==> src/rtl/rv32_pkg.sv <==
// rv32_pkg: RV32I opcode/funct constants, ALU op codes and the decoded-packet type
// shared by the decode stage and its combinational decoder.
package rv32_pkg;
   localparam logic [6:0] OPC_JAL    = 7'b1101111;
   localparam logic [6:0] OPC_BRANCH = 7'b1100011;
   localparam logic [6:0] OPC_LOAD   = 7'b0000011;
   localparam logic [6:0] OPC_STORE  = 7'b0100011;
   localparam logic [6:0] OPC_OPIMM  = 7'b0010011;
   localparam logic [6:0] OPC_RTYPE  = 7'b0110011;
   localparam logic [2:0] F3_BEQ = 3'b000;
   localparam logic [2:0] F3_W   = 3'b010;
   localparam logic [2:0] F3_ADD = 3'b000;
   localparam logic [2:0] F3_SLL = 3'b001;
   localparam logic [2:0] F3_XOR = 3'b100;
   localparam logic [2:0] F3_SRL = 3'b101;
   localparam logic [2:0] F3_OR  = 3'b110;
   localparam logic [2:0] F3_AND = 3'b111;
   localparam logic [6:0] F7_BASE = 7'b0000000;
   localparam logic [6:0] F7_SUB  = 7'b0100000;
   localparam logic [4:0] ALU_ILL  = 5'b00000;
   localparam logic [4:0] ALU_JAL  = 5'b10000;
   localparam logic [4:0] ALU_BEQ  = 5'b10001;
   localparam logic [4:0] ALU_LW   = 5'b10100;
   localparam logic [4:0] ALU_SW   = 5'b10101;
   localparam logic [4:0] ALU_ADDI = 5'b01100;
   localparam logic [4:0] ALU_ADD  = 5'b01101;
   localparam logic [4:0] ALU_SUB  = 5'b01110;
   localparam logic [4:0] ALU_SLL  = 5'b01000;
   localparam logic [4:0] ALU_SRL  = 5'b01001;
   localparam logic [4:0] ALU_XOR  = 5'b00110;
   localparam logic [4:0] ALU_OR   = 5'b00101;
   localparam logic [4:0] ALU_AND  = 5'b00100;

   typedef struct packed {
      logic [4:0]  op;
      logic [4:0]  rs1;
      logic [4:0]  rs2;
      logic [4:0]  rd;
      logic        rd_we;
      logic        use_imm;
      logic [31:0] imm;
      logic        illegal;
   } dec_t;

   // R-type op lookup; ALU_ILL marks an unsupported funct3/funct7 pair
   function automatic logic [4:0] alu_rop(input logic [2:0] f3, input logic [6:0] f7);
      if (f7 == F7_SUB) return (f3 == F3_ADD) ? ALU_SUB : ALU_ILL;
      if (f7 != F7_BASE) return ALU_ILL;
      case (f3)
         F3_ADD:  return ALU_ADD;
         F3_SLL:  return ALU_SLL;
         F3_XOR:  return ALU_XOR;
         F3_SRL:  return ALU_SRL;
         F3_OR:   return ALU_OR;
         F3_AND:  return ALU_AND;
         default: return ALU_ILL;
      endcase
   endfunction
endpackage

==> src/rtl/rv32_decode_comb.sv <==
// rv32_decode_comb: purely combinational RV32I subset decoder, instruction word to
// ALU op, register fields, write enable, immediate and illegal flag.
module rv32_decode_comb
   import rv32_pkg::*;
(
   input  logic [31:0] i_instr,
   output dec_t        o_dec
);
   logic [6:0]  w_opc;
   logic [2:0]  w_f3;
   logic [6:0]  w_f7;
   logic [4:0]  w_rop;
   logic        w_jal, w_beq, w_lw, w_sw, w_addi, w_r;
   logic [31:0] w_imm_i, w_imm_s, w_imm_b, w_imm_j;

   assign w_opc = i_instr[6:0];
   assign w_f3  = i_instr[14:12];
   assign w_f7  = i_instr[31:25];
   assign w_rop = alu_rop(w_f3, w_f7);
   assign w_jal  = w_opc == OPC_JAL;
   assign w_beq  = w_opc == OPC_BRANCH && w_f3 == F3_BEQ;
   assign w_lw   = w_opc == OPC_LOAD   && w_f3 == F3_W;
   assign w_sw   = w_opc == OPC_STORE  && w_f3 == F3_W;
   assign w_addi = w_opc == OPC_OPIMM  && w_f3 == F3_ADD;
   assign w_r    = w_opc == OPC_RTYPE  && w_rop != ALU_ILL;
   assign w_imm_i = {{20{i_instr[31]}}, i_instr[31:20]};
   assign w_imm_s = {{20{i_instr[31]}}, i_instr[31:25], i_instr[11:7]};
   assign w_imm_b = {{19{i_instr[31]}}, i_instr[31], i_instr[7], i_instr[30:25], i_instr[11:8], 1'b0};
   assign w_imm_j = {{11{i_instr[31]}}, i_instr[31], i_instr[19:12], i_instr[20], i_instr[30:21], 1'b0};

   always_comb begin
      o_dec.op      = w_jal ? ALU_JAL : w_beq ? ALU_BEQ : w_lw ? ALU_LW : w_sw ? ALU_SW :
                      w_addi ? ALU_ADDI : w_r ? w_rop : ALU_ILL;
      o_dec.illegal = !(w_jal | w_beq | w_lw | w_sw | w_addi | w_r);
      o_dec.rs1     = w_jal ? 5'd0 : i_instr[19:15];
      o_dec.rs2     = (w_jal | w_lw | w_addi) ? 5'd0 : i_instr[24:20];
      o_dec.rd      = i_instr[11:7];
      o_dec.rd_we   = (w_jal | w_lw | w_addi | w_r) && |i_instr[11:7];
      o_dec.use_imm = w_lw | w_sw | w_addi;
      o_dec.imm     = (w_lw | w_addi) ? w_imm_i : w_sw ? w_imm_s : w_beq ? w_imm_b :
                      w_jal ? w_imm_j : 32'd0;
   end
endmodule

==> src/rtl/id_decode_stage.sv <==
// id_decode_stage: RV32I decode stage between fetch and execute; registered main entry
// drives the outputs, a skid entry absorbs one packet so in_ready is purely registered.
module id_decode_stage
   import rv32_pkg::*;
#(
   parameter int XLEN       = 32,
   parameter int SKID_DEPTH = 2
) (
   input  logic            clk,
   input  logic            rst_n,
   input  logic            flush,
   input  logic            in_valid,
   output logic            in_ready,
   input  logic [31:0]     in_instr,
   input  logic [XLEN-1:0] in_pc,
   output logic            out_valid,
   input  logic            out_ready,
   output logic [4:0]      out_op,
   output logic [4:0]      out_rs1,
   output logic [4:0]      out_rs2,
   output logic [4:0]      out_rd,
   output logic            out_rd_we,
   output logic            out_use_imm,
   output logic [31:0]     out_imm,
   output logic [XLEN-1:0] out_pc,
   output logic            out_illegal
);
   if (SKID_DEPTH != 2) begin : g_depth_chk
      $error("id_decode_stage supports only SKID_DEPTH = 2");
   end

   dec_t            w_dec, r_m, r_s;
   logic [XLEN-1:0] r_m_pc, r_s_pc;
   logic            r_m_valid, r_s_valid;
   logic            w_acc, w_m_free;

   rv32_decode_comb u_dec (.i_instr(in_instr), .o_dec(w_dec));

   assign w_acc    = in_valid & !r_s_valid;
   assign w_m_free = !r_m_valid | out_ready;

   // skid is only ever occupied while main is stalled, so draining main always refills from skid first
   always_ff @(posedge clk or negedge rst_n) begin
      if (!rst_n) begin
         r_m       <= '0;
         r_s       <= '0;
         r_m_pc    <= '0;
         r_s_pc    <= '0;
         r_m_valid <= 1'b0;
         r_s_valid <= 1'b0;
      end else if (flush) begin
         r_m_valid <= 1'b0;
         r_s_valid <= 1'b0;
      end else if (w_m_free) begin
         if (r_s_valid) begin
            r_m       <= r_s;
            r_m_pc    <= r_s_pc;
            r_m_valid <= 1'b1;
            r_s_valid <= 1'b0;
         end else begin
            r_m_valid <= w_acc;
            if (w_acc) begin
               r_m    <= w_dec;
               r_m_pc <= in_pc;
            end
         end
      end else if (w_acc) begin
         r_s       <= w_dec;
         r_s_pc    <= in_pc;
         r_s_valid <= 1'b1;
      end
   end

   assign in_ready    = !r_s_valid;
   assign out_valid   = r_m_valid;
   assign out_op      = r_m.op;
   assign out_rs1     = r_m.rs1;
   assign out_rs2     = r_m.rs2;
   assign out_rd      = r_m.rd;
   assign out_rd_we   = r_m.rd_we;
   assign out_use_imm = r_m.use_imm;
   assign out_imm     = r_m.imm;
   assign out_pc      = r_m_pc;
   assign out_illegal = r_m.illegal;
endmodule

==> config.mk <==
export PLATFORM = sky130hd
export DESIGN_NAME = id_decode_stage
export DESIGN_NICKNAME = d
export VERILOG_FILES = /design/src/rtl/rv32_pkg.sv /design/src/rtl/rv32_decode_comb.sv /design/src/rtl/id_decode_stage.sv
export SDC_FILE = /design/constraint.sdc
export NUM_CORES = 1
export LEC_CHECK = 0
export BUFFER_PORTS_ARGS = -buffer_cell sky130_fd_sc_hd__buf_2
export CORE_AREA = 2 2 128 130
export DETAILED_ROUTE_END_ITERATION = 12
export DIE_AREA = 0 0 130 132
export GPL_TIMING_DRIVEN = 0
export PLACE_DENSITY = 0.65
export SYNTH_ARGS = -nofsm -noshare
export SYNTH_HDL_FRONTEND = slang
export SYNTH_SLANG_ARGS = --single-unit
==> constraint.sdc <==
create_clock -name clk -period 3.4 [get_ports clk]
set_input_delay 1.02 -clock clk [delete_from_list [all_inputs] [get_ports clk]]
set_output_delay 1.02 -clock clk [all_outputs]
set_load 0.05 [all_outputs]
==> flow_metrics.py <==
metrics = {
    "run_status": {
        "status": "finished, final reports clean",
    },
    "sta": {
        "maxSlewHeadroom_pct": 44.25,
        "fin_crit_sh_pct": 87.16,
        "final-setup-viol-count": 0,
        "hold_ws_ns": 0.4706,
        "tightest_slew_ns": 0.8317,
        "drv_slew": 0,
        "rsz0062_at_grt": "no",
        "setup_tns_ns": 0,
        "finClkSkew_ns": 0.006470,
        "fmax_ghz": 0.3374,
        "layout_min_cycle_time_ns": 2.964,
        "final-hold-violation-count": 0,
    },
    "global_routing": {
        "first_global_vias": 5713,
        "grt.total_usage_pct": 23.25,
        "grt_antenna_before_repair": 0,
        "overflow": 0,
        "grt_pass1_wl_um": 30800,
        "grt_max_degree": 87,
    },
    "final_layout": {
        "syn_to_final_growth_pct": 24.00,
        "layout_commonest_cell": "nand2_1",
        "nFillCells": 1469,
        "num_antenna_cells": 0,
        "final_core_util_pct": 54.97,
        "nets": 997,
        "fin_cells": 1157,
        "final_cell_mix": "nand2_1, buf_2, dfrtp_1, o21ai_0, a21oi_1",
        "drive_gt1_share_pct": 24.34,
    },
    "clock_tree": {
        "cts-root-buf": "clkbuf_16",
        "postCtsSetupBuffers": 0,
        "cts.sink_count": 154,
        "path_clk_slew_ns": 0.06,
        "numCtsBuffers": 17,
        "cts_tree": "built",
        "cts_hold_buf": 0,
        "ctsHtreeMaxLevel": 4,
        "post_cts_resized": 0,
        "clk_latency_ns": 0.42,
        "clock_path_buffers": 2,
    },
    "floorplanning": {
        "start_util_pct": 44.33,
        "die_area_mm2": 0.01716,
        "core_mm2": 0.01571,
        "die_x_um": 130,
        "die_h_um": 132,
        "ios": 158,
        "rows": 46,
    },
    "hold_path": {
        "worstHoldPathType": "reg -> reg",
    },
    "route": {
        "via_per_inst": 5.150,
        "drc_errors": 0,
        "drt_wl_total_um": 19370,
        "first_pass_iters": 5,
        "wire_per_inst_um": 16.74,
        "drt-initial-drc-count": 452,
        "via_count": 5958,
        "final_antenna_net_count": 0,
    },
    "worst_setup_path": {
        "max_stage_delay_ns": 0.44,
        "path_common_cell": "buf_2",
        "slowest_stage": "clkbuf_1",
        "path_buf_inv": 4,
        "cp-end-kind": "primary output",
        "crit_chain": "buf_2, inv_1, clkbuf_1, buf_2",
        "crit_arrival_ns": 1.94,
        "cp_top_family": "buffers and inverters",
        "start_kind": "register",
        "critPathKind": "reg -> out",
        "crit_required_ns": 2.38,
        "crit_fanout": 10,
    },
    "placement": {
        "io_buffer_count": 152,
        "dp_hpwl_um": 13730,
        "globalplace.congestion": 0.8867,
        "dp.cells": 1125,
    },
    "yosys": {
        "syn_inst": 756,
        "synthesis.area_mm2": 0.006965,
        "yosysSeqAreaShare_pct": 55.33,
        "synth-seq-cells": 154,
        "yosysWarnings": 0,
        "synth_edf_count": 0,
        "syn_avg_cell_area_um2": 9.214,
        "synth_cell_types": 51,
        "syn_nets": 825,
        "synth_top_flop_cell": "dfrtp_1",
        "synth-async-reset-ratio_pct": 100.0,
    },
    "run": {
        "max_cap_violations": 0,
    },
    "power": {
        "seqPwrFrac_pct": 42.9,
        "clkPwrFrac_pct": 37.0,
        "max-vdd-ir-drop_mv": 0.3634,
        "pwr-share-comb_pct": 20.1,
        "p_int_w": 0.003567,
        "cellPowerDensity_mw_per_mm2": 607.7,
        "leakagePower_nw": 4.282,
        "switching_power_w": 0.001682,
        "p_sw_share_pct": 32.04,
    },
}
sequential cells by signal, indices dropped and copies added (netlist names), 5 cells and up:
| signal | count |
|---|---|
| out_op | 5 |
| r_s | 44 |
| out_rs1 | 5 |
| out_imm | 21 |
| out_rd | 5 |
| out_pc | 32 |
| out_rs2 | 5 |
| r_s_pc | 32 |
worst register-to-register path, cell delays in order (launching register included):
cell and delay [ns]:
dfrtp_1 0.38, nor2b_1 0.18, nor3_2 0.68, nand2_1 0.40, nor2_1 0.57, a21oi_1 0.16
cells in the mapped netlist (all sizes together), types with 4 or more instances:
master  instances  area [um2]
nand2         223       837.1
dfrtp         154        3854
o21ai          85       432.9
a21oi          57       289.0
mux2i          37       370.4
buf            32       198.9
clkbuf         31       117.6
nor2           26       97.59
nand3          20       100.1
and3           19       118.9
or3            11       68.82
nor3            6       35.03
nand2b          5       38.78
inv             4       15.01
mux2            4       45.04
nor2b           4       25.02
path summary, 6_finish.rpt:
path / depth (start not counted) / slack (ns) / endpoint / start
max in group asynchronous: 2 / 2.02 / out_pc[17] / rst_n
max: 4 / 0.44 / in_ready / r_s_valid
min: 2 / 0.47 / out_pc[24] / out_pc[24]
min in group asynchronous: 1 / 0.55 / out_rs1[3] / rst_n
max reg2reg: 5 / 0.88 / out_imm[18] / out_valid
min reg2reg: 2 / 0.47 / out_pc[24] / out_pc[24]
power by group through the flow:
stage	Sequential, W	Combinational (W)	Clock, W
floorplan	0.00267	0.000320	0
global placement	0.00227	0.00104	0
detailed placement	0.00228	0.00106	0
CTS	0.00225	0.00107	0.00197
global route	0.00228	0.00115	0.00205
finish	0.00225	0.00106	0.00194
per-layer routing:
metal	global-route usage, %	vias to the layer above	share of wire, %
li1	-	2888	-
met1	33.75	2855	47
met2	35.22	189	46
met3	4.180	26	5.8
met4	7.766	0	1.8
met5	0	-	0
kinds of logic (layout without fill, tap and decap cells):
logic type / after synthesis / in the layout / share of synthesized area (%)
and+or+nand+nor: 327 / 327 / 20.50
AOI/OAI and AO/OA: 164 / 164 / 13.08
DFF: 154 / 154 / 55.33
buffers and inverters: 67 / 252 / 4.760
muxes: 41 / 41 / 5.964
xor gates and xnor gates: 3 / 3 / 0.3773
through the flow:
stage / worst slack, ns / instance area (um2) / total power (W)
floorplan: 1.055 / 6965 / 0.002992
global placement: -1.078 / 7996 / 0.003313
CTS: 0.4583 / 8637 / 0.005285
finish: 0.4365 / 8637 / 0.005249
detailed placement: 0.2537 / 8034 / 0.003343
global route: 0.3872 / 8637 / 0.005486
cell type report:
class | instances | area (um2) | area share [%]
Sequential cell | 154 | 3854 | 44.62
Inverter | 4 | 15.01 | 0.1738
Buffer | 63 | 316.6 | 3.665
Timing Repair Buffer | 153 | 798.3 | 9.242
Tap cell | 216 | 270.3 | 3.129
Multi-Input combinational cell | 535 | 2780 | 32.19
Clock inverter | 12 | 146.4 | 1.695
Clock buffer | 20 | 456.7 | 5.288
No activity file was read; power rests on OpenSTA's default activity.
